--- config.mk ---
export PLATFORM = sky130hd
export DESIGN_NAME = clk_tick_gen
export DESIGN_NICKNAME = d
export VERILOG_FILES = /design/src/rtl/clk_tick_gen.sv
export SDC_FILE = /design/constraint.sdc
export NUM_CORES = 1
export LEC_CHECK = 0
export CAP_MARGIN = 20
export CORE_MARGIN = 5
export CORE_UTILIZATION = 60
export CTS_BUF_LIST = sky130_fd_sc_hd__clkbuf_16
export DETAILED_ROUTE_END_ITERATION = 10
export PLACE_DENSITY = 0.78
export RECOVER_POWER = 25
export SYNTH_ARGS = -nofsm -noshare
export SYNTH_HDL_FRONTEND = slang
export SYNTH_SLANG_ARGS = --single-unit
--- constraint.sdc ---
create_clock -name clk -period 13.6 [get_ports clk]
set_input_delay 3.4 -clock clk [delete_from_list [all_inputs] [get_ports clk]]
set_output_delay 3.4 -clock clk [all_outputs]
set_load 0.005 [all_outputs]
--- src/rtl/clk_tick_gen.sv ---
// clk_tick_gen: multi-channel runtime-programmable tick/square timebase.
// Ports: clk, rst, en, sync, wr_en/wr_ch/wr_div in; tick, sq out.
module clk_tick_gen #(
  parameter int NUM_CH = 2,
  parameter int CNT_W  = 32,
  parameter logic [NUM_CH*CNT_W-1:0] DIV_INIT =
    {32'd50_000, 32'd50_000_000},
  localparam int CH_W = (NUM_CH > 1) ? $clog2(NUM_CH) : 1
) (
  input  logic              clk,
  input  logic              rst,
  input  logic [NUM_CH-1:0] en,
  input  logic              sync,
  input  logic              wr_en,
  input  logic [CH_W-1:0]   wr_ch,
  input  logic [CNT_W-1:0]  wr_div,
  output logic [NUM_CH-1:0] tick,
  output logic [NUM_CH-1:0] sq
);

  localparam logic [CNT_W:0]   ONE_W = 1;
  localparam logic [CNT_W-1:0] ONE_C = 1;

  for (genvar i = 0; i < NUM_CH; i++) begin : g_ch
    logic [CNT_W-1:0] div_q;
    logic [CNT_W-1:0] cnt_q;
    logic [CNT_W-1:0] cnt_nx;
    logic [CNT_W:0]   div_m1;
    logic [CNT_W:0]   div_h;
    logic             tick_q;
    logic             sq_q;
    logic             wrap;
    logic             hit;
    logic             sq_nx;

    // Widened by one bit so div==0 never matches.
    assign div_m1 = {1'b0, div_q} - ONE_W;
    assign div_h  = ({1'b0, div_q} + ONE_W) >> 1;
    assign wrap   = ({1'b0, cnt_q} == div_m1);
    assign cnt_nx = wrap ? '0 : cnt_q + ONE_C;
    assign sq_nx  = ({1'b0, cnt_nx} < div_h);
    // Out-of-range wr_ch never equals a valid index.
    assign hit    = wr_en && (wr_ch == CH_W'(i));

    always_ff @(posedge clk) begin
      if (rst) begin
        div_q  <= DIV_INIT[i*CNT_W +: CNT_W];
        cnt_q  <= '0;
        tick_q <= 1'b0;
        sq_q   <= 1'b0;
      end else if (hit) begin
        div_q  <= wr_div;
        cnt_q  <= '0;
        tick_q <= 1'b0;
        sq_q   <= (wr_div != '0);
      end else if (sync) begin
        cnt_q  <= '0;
        tick_q <= 1'b0;
        sq_q   <= (div_q != '0);
      end else if (div_q == '0) begin
        cnt_q  <= '0;
        tick_q <= 1'b0;
        sq_q   <= 1'b0;
      end else if (!en[i]) begin
        tick_q <= 1'b0;
      end else begin
        cnt_q  <= cnt_nx;
        tick_q <= wrap;
        sq_q   <= sq_nx;
      end
    end

    assign tick[i] = tick_q;
    assign sq[i]   = sq_q;
  end

endmodule

* After elaboration in Yosys (flattened, before gate mapping)
Cells that the tools add are included.
** Storage, ports and cells
- Word-level logic and storage cells :: 44
- Register bits :: 132
** Operators by class
- $add $sub $neg :: 6
- Mux-type cells :: 10
- Reductions and logical operators :: 13
- Magnitude comparators :: 2
- Eq/ne operators :: 2
- Bitwise gates (word level) :: 3
** Operators by type and width (count)
- 32-bit nonzero test :: 3
- 32-bit by 1-bit adder with 33-bit output (second input constant) :: 2
- 32-bit by 33-bit == test with 1-bit output :: 2
- 32-bit by 1-bit subtractor with 33-bit output (second input constant) :: 2
- 32-bit by 1-bit adder with 32-bit output (second input constant) :: 2
- 32-bit zero test :: 2
- 32-bit less-than comparator :: 2
- 32-bit two-way mux :: 2
- 5-bit OR reduction :: 2
- 1-bit two-way mux :: 8
- 4-bit nonzero test :: 2
- 4-bit OR reduction :: 2
- 1-bit NOT :: 3
- 1-bit logical AND :: 2

* Longest topological paths before layout
- Depth in word-level cells :: 8
- Mapped depth :: 23

* Worst setup path before layout
OpenSTA, ideal clock, no wires.
- Path kind :: reg2reg
- Start :: register g_ch[1].div_q[0]
- End :: register g_ch[1].sq_q
- Required time :: 13.484 ns
- Path buffers :: 4
- Arrival :: 5.585 ns
- Path slack :: 7.899 ns
- Setup time :: 0.116 ns
- Stages on the path, launching flop included :: 22
- Path through :: dfxtp_1 > clkbuf_1 > inv_1 > ha_1 > or3b_2 > or4_1 > buf_2 > nor4_4 > o311ai_1 > a311oi_2 > or2_2 > and4_1 > buf_2 > buf_2 > nor2_1 > ha_1 > nand4_1 > or4_1 > or4_1 > a21oi_1 > or4b_2 > o211a_1
** On the way
- Longest elaborated chain between the ends :: 8
- Elaborated cells on any way between the ends :: 12
- Those cells by class :: add/sub: 2; order compare: 1; eq/ne: 1; mux: 5; reduce/logical: 3
** Ends and longest elaborated chain
- from (decl) :: line 25 : logic [CNT_W-1:0] div_q;
- from (signal assigned) :: line 47 : div_q <= DIV_INIT[i*CNT_W +: CNT_W];
- from (signal assigned) :: line 52 : div_q <= wr_div;
- 32-bit by 1-bit subtractor with 33-bit output :: line 37 : assign div_m1 = {1'b0, div_q} - ONE_W;
- 32-bit by 33-bit == test with 1-bit output :: line 39 : assign wrap = ({1'b0, cnt_q} == div_m1);
- 32-bit two-way mux :: line 40 : assign cnt_nx = wrap ? '0 : cnt_q + ONE_C;
- named net g_ch[1].cnt_nx[30] :: line 27 : logic [CNT_W-1:0] cnt_nx;
- 32-bit less-than comparator :: line 41 : assign sq_nx = ({1'b0, cnt_nx} < div_h);
- 1-bit two-way mux :: line 64 : end else if (!en[i]) begin
- 1-bit two-way mux :: line 60 : end else if (div_q == '0) begin
- 1-bit two-way mux :: line 56 : end else if (sync) begin
- 1-bit two-way mux :: line 51 : end else if (hit) begin
- to (signal assigned) :: line 55 : sq_q <= (wr_div != '0);
- to (signal assigned) :: line 59 : sq_q <= (div_q != '0);
- to (signal assigned) :: line 69 : sq_q <= sq_nx;
- to (decl) :: line 31 : logic sq_q;
The timed path passes the listed nets, and every way through them passes these cells. The select of a mux whose other input is x is not followed.
A chain may end at the register's enable or synchronous reset.

* Final worst setup path
Ends and elaborated chain as after synthesis.

==> out/qor.log <==
qor: outcome.run_status finished clean
qor: timing.setup-violations-final 0
qor: cells_and_area.mostFrequentLayoutCells sky130_fd_sc_hd__nand2_1 (241), sky130_fd_sc_hd__nor2_1 (142), sky130_fd_sc_hd__xnor2_1 (139), sky130_fd_sc_hd__dfxtp_1 (132), sky130_fd_sc_hd__xor2_1 (121)
qor: timing.tightestPinTransition 1390 ps
qor: synthesis.ys_types 75
qor: clock_tree.cts.repair_timing.setup_buffer_count 0
qor: setup_path.rrSetupSlack 7440 ps
qor: clock_tree.clk_path_buf_depth 2
qor: timing.fin_setup_tns 0 ps
qor: synthesis.synth_area 12100 sq um
qor: timing.final_max_tran_viols 0
qor: setup_path.timing.critical_path.required 13920 ps
qor: global_route.grt_residual_overflow 0
qor: synthesis.synth_sequential_area_ratio 0.218
qor: route.routed-via-count 11700
qor: cells_and_area.area_growth_syn_to_fin 7.31%
qor: placed_design.gp_congestion 0.952
qor: cells_and_area.n_fill_cell 1791
qor: power_and_ir_drop.post-layout-total-power 1070 uW
qor: cells_and_area.num-nets-final 1710
qor: cells_and_area.postLayoutCoreUtil 0.649
qor: clock_tree.tritoncts done
qor: setup_path.critical_path.endpoint_type flip-flop
qor: cells_and_area.final_common_cell sky130_fd_sc_hd__nand2_1
qor: synthesis.postSynth.topFlopCell sky130_fd_sc_hd__dfxtp_1
qor: floorplanning.chipWidth 152 um
qor: setup_path.crit-reg2reg-capture g_ch[1].sq_q
qor: timing.fmaxAchievable 162 MHz
qor: timing.rsz0062_at_grt false
qor: cells_and_area.drive_gt1_frac 0.0446
qor: floorplanning.boundaryPins 43
qor: synthesis.mappedNetlistNets 1795
qor: global_route.grt_start_max_net_pins 51
qor: setup_path.crit_start g_ch[1].div_q[0]
qor: placed_design.port-buffer-count 42
qor: timing.slew_headroom 0.0734
qor: power_and_ir_drop.ir_drop 0.0782 mV
qor: setup_path.crit_end g_ch[1].sq_q
qor: setup_path.critical_path.max_fanout 10
qor: global_route.grt_pass1_vias 11000
qor: global_route.antenna_found_initial 0
qor: clock_tree.cts.sinks 132
qor: synthesis.async_reset_ff_frac 0
qor: route.final_antenna_net_count 0
qor: route.detailedRoute.firstPassIterationCount 5
qor: route.routed_wirelength 33000 um
qor: floorplanning.floorplan.initialDensity 0.605
qor: synthesis.synthesis.area_per_instance 7.18 sq um
qor: floorplanning.placement_rows 52
qor: clock_tree.cts_resized 0
qor: min_path.holdCritPathClass reg2reg
qor: clock_tree.cts.hold.buffers_added 0
qor: clock_tree.worst_setup_hold_path_clk_slew 60 ps
qor: cells_and_area.n_antenna_cell 0
qor: route.detail_route.vias_per_cell 6.20
qor: global_route.grt_use_total 0.275
qor: route.initialDrtViolationCount 883
qor: floorplanning.die_y 152 um
qor: power_and_ir_drop.power_density 82.6 nW/um^2
qor: setup_path.critical_path_class reg2reg
qor: synthesis.synthesis.instances 1688
qor: setup_path.ff2ff_path_depth 17
qor: setup_path.slowest_delay 600 ps
qor: route.route.detailed.drc 0
qor: clock_tree.cts_made_buffers 17
qor: clock_tree.insertion_delay 430 ps
qor: clock_tree.clockRootBuffer sky130_fd_sc_hd__clkbuf_16
qor: floorplanning.floorplan.die_area 23100 sq um
qor: setup_path.crit_chain inv_1 > ha_1 > or3b_2 > nor4_1 > nand2_1 > xnor2_1 > or4_1 > nor4_1 > and4_1 > nor2_1 > ha_1 > nand4_1 > or4_1 > or4_1 > a21oi_1 > or4b_2 > o211a_1
qor: setup_path.cp-start-kind flip-flop
qor: floorplanning.coreArea 20000 sq um
qor: timing.layout_min_cycle_time 6160 ps
qor: timing.fin_crit_sh 0.453
qor: setup_path.critical-path-top-cell-by-count sky130_fd_sc_hd__or4_1
qor: clock_tree.htree_num_levels 4
qor: placed_design.hpwlAfterDp 24400 um
qor: setup_path.cp.arrival 6480 ps
qor: timing.fin_worst_skew 6.82 ps
qor: global_route.grt_pass1_wl 54300 um
qor: synthesis.synth_warnings 0
qor: route.post_drt_wl_per_cell 17.5 um
qor: synthesis.count_of_flip_flops_with_a_built_in_enable_after_synthesis 0
qor: setup_path.regToRegStartpoint g_ch[1].div_q[0]
qor: power_and_ir_drop.power.leakage 0.00460 uW
qor: setup_path.slowest_stage sky130_fd_sc_hd__or4b_2
qor: synthesis.ys_seq_elements 132
qor: flow_run.max-cap-violations 0
qor: timing.hold_viol_final 0
-- worst max-delay path, delay by kind of cell (launching register included) --
family,cells,cell delay [ps]
AO/OA/AOI/OAI,2,350
XOR/XNOR,1,160
adder cells (fa/ha/maj),2,580
buffers and inverters,1,90
flip-flops,1,400
AND/OR/NAND/NOR,11,4440
-- report_power, final --
group          switching [uW]  internal (uW)
Clock                     182            323
Sequential               28.1            398
Combinational            82.2           62.1
-- cells in the mapped netlist, drive strengths merged, types with 3 or more instances --
| library cell | n | share of area |
|---|---|---|
| o211ai | 13 | 0.0080 |
| xnor2 | 139 | 0.10 |
| and4 | 11 | 0.0079 |
| a211oi | 19 | 0.012 |
| clkbuf | 121 | 0.037 |
| o211a | 3 | 0.0025 |
| o2111ai | 3 | 0.0022 |
| a31oi | 6 | 0.0031 |
| or4 | 22 | 0.014 |
| mux2i | 11 | 0.0091 |
| or3 | 14 | 0.0072 |
| and3 | 28 | 0.014 |
| a211o | 3 | 0.0022 |
| o21a | 4 | 0.0025 |
| inv | 23 | 0.0071 |
| or2 | 11 | 0.0057 |
| nor3b | 10 | 0.0066 |
| xor2 | 121 | 0.087 |
| ha | 68 | 0.070 |
| a21o | 18 | 0.011 |
| nand4b | 4 | 0.0029 |
| nor2b | 17 | 0.0088 |
| o22ai | 3 | 0.0015 |
| o31ai | 7 | 0.0043 |
| nand2b | 8 | 0.0041 |
| nand3b | 5 | 0.0031 |
| or3b | 3 | 0.0022 |
| dfxtp | 132 | 0.22 |
| and2 | 9 | 0.0046 |
| nand3 | 84 | 0.035 |
| nand2 | 241 | 0.075 |
| nor2 | 142 | 0.044 |
| buf | 41 | 0.017 |
| nor3 | 92 | 0.038 |
| a21oi | 77 | 0.032 |
| nor4 | 54 | 0.030 |
| nand4 | 58 | 0.030 |
| o21ai | 25 | 0.010 |
-- sequential cells by signal, summed over array words and instances, names as in the netlist --
register     count
g_ch.cnt_q      64
g_ch.sq_q        2
g_ch.div_q      64
g_ch.tick_q      2
-- through the flow --
step	cell area [sq um]	setup slack, ps	instances	hold slack, ps
after global placement	12300	7110	1851	526
after floorplan	12100	7900	1688	489
after global routing	13000	7110	1886	585
after detailed placement	12400	7090	1852	536
final	13000	7440	1886	543
after CTS	13000	7480	1884	544
-- area by class of cell --
cell class | count | area [sq um] | share of cell area
Clock buffer | 17 | 425 | 0.0327
Clock inverter | 15 | 211 | 0.0163
Sequential cell | 132 | 2640 | 0.203
Multi-Input combinational cell | 1369 | 8750 | 0.672
Tap cell | 270 | 338 | 0.0260
Timing Repair Buffer | 58 | 552 | 0.0424
Inverter | 25 | 93.8 | 0.00721
-- cells by family (layout without fill, tap and decap cells) --
family                   after synthesis  after routing  share of synthesized area
AND/OR/NAND/NOR                      818            818                      0.336
XOR/XNOR                             260            260                      0.188
AO/OA/AOI/OAI                        210            210                      0.115
buffers and inverters                187            115                     0.0617
flip-flops                           132            132                      0.218
adder cells (fa/ha/maj)               68             68                     0.0702
multiplexers                          13             13                     0.0109
-- layer usage --
layer | global-route usage | vias to the layer above | share of wire
met4 | 0.102 | 0 | 0.029
met5 | 0 | - | 0
met3 | 0.0403 | 78 | 0.060
met2 | 0.474 | 414 | 0.49
met1 | 0.349 | 5475 | 0.42
li1 | - | 5721 | -
-- how the worst min path moves through the flow --
stage,start,end,slack [ps],cells after the start
detailed placement,g_ch[0].div_q[30],g_ch[0].div_q[30],540,2
global placement,g_ch[0].div_q[30],g_ch[0].div_q[30],530,2
global route,g_ch[1].div_q[31],g_ch[1].div_q[31],580,2
CTS,g_ch[0].div_q[30],g_ch[0].div_q[30],540,2
floorplan,g_ch[0].div_q[30],g_ch[0].div_q[30],490,2
finish,g_ch[1].div_q[31],g_ch[1].div_q[31],540,2
(Power assumes the default switching activity.)
